<file path="src/rtl/collision_game_fsm.sv">
// Collision detection, IDLE/RUN/DEAD game state machine and BCD score keeper.
// Sits after the pixel compositor; o_run gates obstacle and dino animation.
module collision_game_fsm #(
    parameter int unsigned SCORE_DIV = 6,
    parameter int unsigned DEAD_HOLD = 30
) (
    input  logic        i_clk,
    input  logic        i_rst,
    input  logic        i_pix_stb,
    input  logic        i_animate,
    input  logic        i_active,
    input  logic [9:0]  i_x,
    input  logic [8:0]  i_y,
    input  logic        i_px_dino,
    input  logic        i_px_obstacle,
    input  logic        i_btn,
    output logic [1:0]  o_state,
    output logic        o_run,
    output logic        o_new_game,
    output logic        o_game_over,
    output logic [15:0] o_score,
    output logic [9:0]  o_hit_x,
    output logic [8:0]  o_hit_y
);

    typedef enum logic [1:0] {
        StIdle = 2'd0,
        StRun  = 2'd1,
        StDead = 2'd2,
        StBad  = 2'd3
    } state_e;

    localparam logic [5:0]  FrameLast = 6'(SCORE_DIV - 1);
    localparam logic [7:0]  DeadHold  = 8'(DEAD_HOLD);
    localparam logic [15:0] ScoreMax  = 16'h9999;

    state_e      state_q, state_d;
    logic        btn_s1_q, btn_s2_q, btn_prev_q;
    logic [5:0]  frame_cnt_q, frame_cnt_d;
    logic [7:0]  dead_cnt_q, dead_cnt_d;
    logic        hit_flag_q, hit_flag_d;
    logic [15:0] score_q, score_d;
    logic [9:0]  hit_x_q, hit_x_d;
    logic [8:0]  hit_y_q, hit_y_d;
    logic        new_game_q, new_game_d;
    logic        run_q, run_d;
    logic        over_q, over_d;

    logic start;
    logic ftick;
    logic hit;

    // Four-digit BCD increment with ripple carry between digits.
    function automatic logic [15:0] bcd_inc(input logic [15:0] v);
        logic [15:0] r;
        logic        carry;
        r     = v;
        carry = 1'b1;
        for (int i = 0; i < 4; i++) begin
            if (carry) begin
                if (r[i*4 +: 4] == 4'd9) begin
                    r[i*4 +: 4] = 4'd0;
                end else begin
                    r[i*4 +: 4] = r[i*4 +: 4] + 4'd1;
                    carry       = 1'b0;
                end
            end
        end
        return r;
    endfunction

    assign start = btn_s2_q & ~btn_prev_q;
    assign ftick = i_animate & i_pix_stb;
    assign hit   = i_pix_stb & i_active & i_px_dino & i_px_obstacle;

    always_ff @(posedge i_clk or posedge i_rst) begin
        if (i_rst) begin
            state_q     <= StIdle;
            btn_s1_q    <= 1'b0;
            btn_s2_q    <= 1'b0;
            btn_prev_q  <= 1'b0;
            frame_cnt_q <= '0;
            dead_cnt_q  <= '0;
            hit_flag_q  <= 1'b0;
            score_q     <= '0;
            hit_x_q     <= '0;
            hit_y_q     <= '0;
            new_game_q  <= 1'b0;
            run_q       <= 1'b0;
            over_q      <= 1'b0;
        end else begin
            state_q     <= state_d;
            btn_s1_q    <= i_btn;
            btn_s2_q    <= btn_s1_q;
            btn_prev_q  <= btn_s2_q;
            frame_cnt_q <= frame_cnt_d;
            dead_cnt_q  <= dead_cnt_d;
            hit_flag_q  <= hit_flag_d;
            score_q     <= score_d;
            hit_x_q     <= hit_x_d;
            hit_y_q     <= hit_y_d;
            new_game_q  <= new_game_d;
            run_q       <= run_d;
            over_q      <= over_d;
        end
    end

    always_comb begin
        state_d     = state_q;
        frame_cnt_d = frame_cnt_q;
        dead_cnt_d  = dead_cnt_q;
        hit_flag_d  = hit_flag_q;
        score_d     = score_q;
        hit_x_d     = hit_x_q;
        hit_y_d     = hit_y_q;
        new_game_d  = 1'b0;

        case (state_q)
            StIdle: begin
                score_d = '0;
                if (start) begin
                    state_d     = StRun;
                    new_game_d  = 1'b1;
                    frame_cnt_d = '0;
                    hit_flag_d  = 1'b0;
                    dead_cnt_d  = '0;
                end
            end
            StRun: begin
                if (hit && !hit_flag_q) begin
                    hit_flag_d = 1'b1;
                    hit_x_d    = i_x;
                    hit_y_d    = i_y;
                end
                if (ftick) begin
                    if (hit_flag_q || hit) begin
                        state_d    = StDead;
                        dead_cnt_d = '0;
                    end else begin
                        hit_flag_d = 1'b0;
                        if (frame_cnt_q >= FrameLast) begin
                            frame_cnt_d = '0;
                            if (score_q != ScoreMax) begin
                                score_d = bcd_inc(score_q);
                            end
                        end else begin
                            frame_cnt_d = frame_cnt_q + 6'd1;
                        end
                    end
                end
            end
            StDead: begin
                // A start arriving with a frame tick sees the pre-increment count.
                if (start && dead_cnt_q == DeadHold) begin
                    state_d     = StRun;
                    new_game_d  = 1'b1;
                    score_d     = '0;
                    dead_cnt_d  = '0;
                    frame_cnt_d = '0;
                    hit_flag_d  = 1'b0;
                end else if (ftick && dead_cnt_q != DeadHold) begin
                    dead_cnt_d = dead_cnt_q + 8'd1;
                end
            end
            default: begin
                state_d = StIdle;
            end
        endcase

        run_d  = (state_d == StRun);
        over_d = (state_d == StDead);
    end

    assign o_state     = state_q;
    assign o_run       = run_q;
    assign o_new_game  = new_game_q;
    assign o_game_over = over_q;
    assign o_score     = score_q;
    assign o_hit_x     = hit_x_q;
    assign o_hit_y     = hit_y_q;

endmodule

</file>
<file path="config.mk">
export PLATFORM = sky130hd
export DESIGN_NAME = collision_game_fsm
export DESIGN_NICKNAME = d
export VERILOG_FILES = /design/src/rtl/collision_game_fsm.sv
export SDC_FILE = /design/constraint.sdc
export NUM_CORES = 1
export LEC_CHECK = 0
export ABC_AREA = 1
export BUFFER_PORTS_ARGS = -buffer_cell sky130_fd_sc_hd__buf_2
export CAP_MARGIN = 15
export CORE_ASPECT_RATIO = 0.9
export CORE_MARGIN = 4
export CORE_UTILIZATION = 35
export CTS_CLUSTER_DIAMETER = 50
export DETAILED_ROUTE_END_ITERATION = 10
export HOLD_SLACK_MARGIN = 0.08
export PLACE_DENSITY = 0.57
export SLEW_MARGIN = 20
export SYNTH_ARGS = -nofsm -noshare
export SYNTH_HDL_FRONTEND = slang
export SYNTH_SLANG_ARGS = --single-unit
</file>
<file path="constraint.sdc">
create_clock -name i_clk -period 2.1 [get_ports i_clk]
set_clock_uncertainty 0.1 [all_clocks]
set_input_delay 0 -clock i_clk [delete_from_list [all_inputs] [get_ports i_clk]]
set_output_delay 0 -clock i_clk [all_outputs]
set_load 0.05 [all_outputs]
</file>
* Word level (Yosys, flattened, before mapping)
Index checks and enable logic that the tools add are counted.
Widths: inputs -> output; s select.
** Storage, ports and cells
- Memories :: 0
- Output and inout port bits :: 40
- Input port bits :: 27
- Bits in read-only memories :: 0
- RAM bits :: 0
- Word-level logic and storage cells :: 125
- Bits in latches :: 0
- Register bits :: 58
** Operators by class
- $mul :: 0
- Shifts and indexed selects :: 0
- Multiplexer cells :: 59
- Equality and inequality tests :: 22
- Reduce and logical (&&, ||, !) cells :: 15
- Bitwise gates (word level) :: 6
- Add/sub/neg operators :: 6
- Divide/modulo/power cells :: 0
- Order comparisons :: 1
** Operators with widths (count)
- $mux 16 :: 5
- $pmux 16 s3 :: 1
- $mux 8 :: 5
- $mux 6 :: 5
- $mux 4 :: 7
- $mux 1 :: 27
- $pmux 8 s3 :: 1
- $reduce_and 7->1 :: 3
- $ne 2x2->1 const B :: 10
- $pmux 6 s3 :: 1
- $add 4x1->4 const B :: 4
- $eq 4x4->1 const B :: 4
- $ne 16x16->1 const B :: 1
- $reduce_and 5->1 :: 2
- $add 8x1->8 const B :: 1
- $eq 8x5->1 const B :: 1
- $mux 2 :: 4
- $ne 8x5->1 const B :: 1
- $add 6x1->6 const B :: 1
- $ge 6x3->1 const B :: 1
- $pmux 2 s3 :: 1
- $reduce_and 6->1 :: 1
- $and 1x1->1 :: 5
- $eq 2x1->1 const B :: 2
- other kinds (12) :: 15

* Depth between registers and ports, before layout
- Depth after elaboration :: 25
- Gate-level depth with buffers :: 11
- Gate-level depth less buffers :: 11

* Worst setup path after synthesis
OpenSTA, ideal clock, no wires.
- Kind :: register to register
- From :: register score_q[0], in the netlist o_score[0]
- To :: register score_q[14], in the netlist o_score[14]
- Data arrival time :: 1.726 ns
- Cell stages (with the launch flop) :: 11
- Period minus slack after synthesis :: 1.945 ns
- Path buffers :: 0
- Path slack :: 0.155 ns
- Data required time :: 1.880 ns
- Library setup time :: 0.120 ns
- Cell sequence :: dfrtp_1 ha_1 nand3_1 inv_1 nand3_1 nand2_1 nand2_1 nor2_2 nand2_1 nand2_1 nand2_1
** On the way
- Cells in the longest elaborated chain, start to end :: 21
** RTL lines
- start, declared :: RTL line 42 : logic [15:0] score_q, score_d;
- start signal, assigned :: RTL line 99 : score_q <= score_d;
- $eq 4x4->1 :: RTL line 61 : if (r[i*4 +: 4] == 4'd9) begin
- $mux 1 :: RTL line 61
- $mux 1 :: RTL line 143 : if (score_q != ScoreMax) begin
- $mux 1 :: RTL line 141 : if (frame_cnt_q >= FrameLast) begin
- $mux 1 :: RTL line 136 : if (hit_flag_q || hit) begin
- $mux 1 :: RTL line 135 : if (ftick) begin
- $mux 1 :: RTL line 118 : case (state_q)
- $mux 1 :: RTL line 60 : if (carry) begin
- (+5 left out)
- $mux 1 :: RTL line 60
- $mux 1 :: RTL line 143
- $mux 1 :: RTL line 141
- $mux 1 :: RTL line 136
- $mux 1 :: RTL line 135
- $mux 1 :: RTL line 118
- $ne 2x2->1 (no line)
- $reduce_and 7->1 (no line) *
Mark *: on every way between the ends. The rest lies on a longest branch, timed or not. The select of a mux whose other input is x is not followed.
A chain may end at the register's enable or synchronous reset.

* Final worst setup path
- From :: input i_animate
- To :: register score_q[12], in the netlist o_score[12]
** On the way
- Cells in the longest elaborated chain, start to end :: 3
** RTL lines
- start, declared :: RTL line 10 : input logic i_animate,
- $and 1x1->1 :: RTL line 73 : assign ftick = i_animate & i_pix_stb;
- $ne 2x2->1 (no line)
- $reduce_and 7->1 (no line)
Every way passes these cells.

==> Flow_metrics.wiki <==
{| class="wikitable"
! Metric !! Value
|-
| Run status || finished, final reports clean
|-
| Summed area of non-filler cells in the final layout || 4070 um2
|-
| RSZ-0062 raised after global routing || false
|-
| Total wirelength of the detailed-routed design || 7040 um
|-
| Placed insts || 532
|-
| Final setup violating endpoints || 0
|-
| Number of global-route vias before repair || 2,600
|-
| Worst endpoint data arrival time || 2.06 ns
|-
| Worst-case setup margin in the final layout || 0.173 ns
|-
| Overall Global Routing Usage || 14.4%
|-
| Compound-Gate Fraction of Synth Area || 1.46%
|-
| CP Data Required Time || 2.23 ns
|-
| Yosys reg bits || 58
|-
| Post-DP HPWL || 4920 um
|-
| Synth Net Count || 386
|-
| Count of different cell masters after synthesis || 27
|-
| Avg WL per Cell || 12.3 um
|-
| Fmax || 519 MHz
|-
| Number of filler instances in the final layout || 826
|-
| GRT Residual Overflow || 0
|-
| Top routing layer in use || met4
|-
| Clock insertion delay at the later pin of the skew report || 0.34 ns
|-
| Async set-reset flop share out of synthesis || 100%
|-
| Number of maximum-capacitance violations || 0
|-
| Final RePlAce weighted congestion || 0.777
|-
| Core box area || 8610 um2
|-
| Final core utilization || 47.3%
|-
| Area of placed instances || 3590 um2
|-
| Count of H-tree levels built during CTS || 3
|-
| Share of layout cells above drive strength 1 || 28.2%
|-
| Post-route non-filler standard cell count || 573
|-
| Wire length on met2 || 3440 um
|-
| Clock slew seen by the registers of the worst setup and hold paths || 0.08 ns
|-
| Number of antenna violations at the first check in global routing || 0
|-
| Hold slack || 0.0957 ns
|-
| Dominant synthesized flop cell || sky130_fd_sc_hd__dfrtp_1
|-
| Time the worst path needs with I/O delays and setup || 1.93 ns
|-
| Clock tree root buffer cell || sky130_fd_sc_hd__clkbuf_8
|-
| Portion of netlist area occupied by mux cells || 6.91%
|-
| Power density cells || 1390 nW/um2
|-
| Capturing element type of the critical path || register
|-
| Global-route wire length before repair || 12,200 um
|-
| Total negative slack || 0 ns
|-
| Area of all sequential standard cells || 1450 um2
|-
| Die Ht || 97.2 um
|-
| TritonCTS sink count || 58
|-
| Startpoint types || input port
|-
| Combined area of all synthesized cells || 3090 um2
|-
| Antenna Diode Count || 0
|-
| Number of flops mapped to enable cells by yosys || 0
|-
| Most frequent standard cell in the layout excluding fill and tap cells || sky130_fd_sc_hd__nand2_1
|-
| Effective utilization at floorplan || 35.9%
|-
| Post-Place Setup Slack || 0.267 ns
|-
| Number of port buffers || 66
|-
| Cell row count || 32
|-
| Post-route met1 wirelength || 3190 um
|-
| Worst supply voltage drop on vdd || 835 uV
|-
| Relative slew slack || 64.1%
|-
| Number of iterations in the first detailed-routing pass || 4
|-
| Hold violation total from the final report || 0
|-
| Worst hold-check path type || in -> reg
|-
| Maximum root-to-sink buffer count || 2
|-
| Average size of a mapped cell || 8.94 um2
|-
| Vias per inst || 4.64
|-
| Cell count after synthesis || 346
|-
| Routed length on met3 || 301 um
|-
| Worst-Margin Slew || 0.538 ns
|-
| Maximum number of pins on one net before global-route repair || 37
|-
| XOR/XNOR share of the synthesized area || 3.68%
|-
| WS Path Type || in -> reg
|-
| CP max FO || 15
|-
| Portion of the post-synthesis area used by sequential elements || 46.9%
|-
| Detail Route Antenna Nets || 0
|-
| Number of buffers created by CTS || 9
|-
| Area share of and/or/nand/nor cells after synthesis || 30.8%
|-
| Detailed router's first-iteration violation count || 87
|-
| Area of the multi-input gates || 1490 um2
|-
| Final worst path period share || 91.8%
|-
| Area overhead of the layout relative to synthesis || 31.5%
|-
| Post-Synth Adder-Cell Area || 5.26%
|-
| Vias post-DR || 2,659
|-
| Synth Warn # || 0
|-
| Layout Nets || 489
|-
| Static Leak || 2.05 nW
|-
| Final max-slew violation count || 0
|-
| Die boundary width || 107 um
|-
| Most frequent cells in the layout || 88 x sky130_fd_sc_hd__nand2_1, 66 x sky130_fd_sc_hd__buf_2, 58 x sky130_fd_sc_hd__dfrtp_1
|-
| Total die area || 10,400 um2
|-
| # IOs || 67
|-
| Number of setup buffers added after CTS || 0
|-
| Remaining DRCs || 0
|-
| Main combinational cell family by area after synthesis || simple AND/OR/NAND/NOR gates
|-
| Clock tree from TritonCTS || built
|-
| Total design power || 5.65 mW
|}
## where the power goes
group | internal (mW) | switching (mW) | leakage [nW]
registers | 1.45 | 0.289 | 0.748
clock network | 0.675 | 0.494 | 0.106
logic | 0.770 | 1.98 | 1.20
total | 2.90 | 2.76 | 2.05
## cells by family (layout without fill, tap and decap cells)
| family | Yosys count | after routing |
|---|---|---|
| AO/OA/AOI/OAI | 9 | 9 |
| buffers and inverters | 35 | 143 |
| multiplexers | 19 | 19 |
| AND/OR/NAND/NOR | 199 | 199 |
| XOR/XNOR | 13 | 13 |
| flip-flops | 58 | 58 |
| adder cells (fa/ha/maj) | 13 | 13 |
## repair_timing
item                                    4_1_cts  5_1_grt
resized for setup                             0        1
hold buffers                                 25        0
endpoints found under the setup margin        0        4
hold endpoints to repair                     87        0
## final timing paths
check                                      startpoint                        end  slack (ns)  cells after the start
max                                         i_animate    o_score[12]$_DFFE_PP0P_        0.17                     10
min                                         i_pix_stb  dead_cnt_q[4]$_DFFE_PP0P_         0.1                      5
max reg2reg                frame_cnt_q[0]$_DFFE_PP0P_    o_score[12]$_DFFE_PP0P_        0.23                     10
min reg2reg                        btn_s1_q$_DFF_PP0_         btn_s2_q$_DFF_PP0_        0.26                      0
max in group asynchronous                       i_rst     o_score[2]$_DFFE_PP0P_        1.15                      4
min in group asynchronous                       i_rst     o_hit_x[5]$_DFFE_PP0P_        0.16                      3
## critical path: stages
cell and delay [ns]:
sky130_fd_sc_hd__dlygate4sd3_1 0.52, sky130_fd_sc_hd__buf_2 0.12, sky130_fd_sc_hd__nand2_1 0.04, sky130_fd_sc_hd__dlygate4sd3_1 0.59, sky130_fd_sc_hd__nand2_2 0.14, sky130_fd_sc_hd__nand2_4 0.11, sky130_fd_sc_hd__nor2_8 0.23, sky130_fd_sc_hd__nand2_1 0.16
sky130_fd_sc_hd__nand2_1 0.09, sky130_fd_sc_hd__nand2_1 0.04
## routing by layer
metal,track usage (%),vias up
li1,-,1331
met1,18.4,1272
met2,23.3,47
met3,4.78,9
met4,4.13,0
met5,0,-
## sequential cells by signal, summed over array words and instances, names as in the netlist, 2 cells and up
name,count
o_hit_y,9
frame_cnt_q,6
o_hit_x,10
dead_cnt_q,8
o_state,2
o_score,16
## final cells by class
class                           count  area share, %
Multi-Input combinational cell    253           36.7
Inverter                           32           3.14
Timing Repair Buffer               95           15.3
Clock buffer                        9           3.05
Tap cell                          119           3.66
Clock inverter                      7           2.49
Sequential cell                    58           35.7
## cell usage after synthesis (2+ instances only)
master	number	area, um2
sky130_fd_sc_hd__buf_6	2	22.5
sky130_fd_sc_hd__dfrtp_1	58	1450
sky130_fd_sc_hd__ha_1	13	163
sky130_fd_sc_hd__inv_1	28	105
sky130_fd_sc_hd__inv_2	2	7.51
sky130_fd_sc_hd__mux2_1	4	45.0
sky130_fd_sc_hd__mux2_2	15	169
sky130_fd_sc_hd__nand2_1	88	330
sky130_fd_sc_hd__nand2_2	6	37.5
sky130_fd_sc_hd__nand2_4	4	45.0
sky130_fd_sc_hd__nand3_1	37	185
sky130_fd_sc_hd__nand4_1	10	62.6
sky130_fd_sc_hd__nor2_1	29	109
sky130_fd_sc_hd__nor2_2	4	25.0
sky130_fd_sc_hd__nor2_4	5	56.3
sky130_fd_sc_hd__nor3_1	13	65.1
sky130_fd_sc_hd__o21ai_0	4	20.0
sky130_fd_sc_hd__o21ai_1	4	20.0
sky130_fd_sc_hd__xnor2_1	6	52.6
sky130_fd_sc_hd__xor2_1	7	61.3
(Power assumes the default switching activity.)
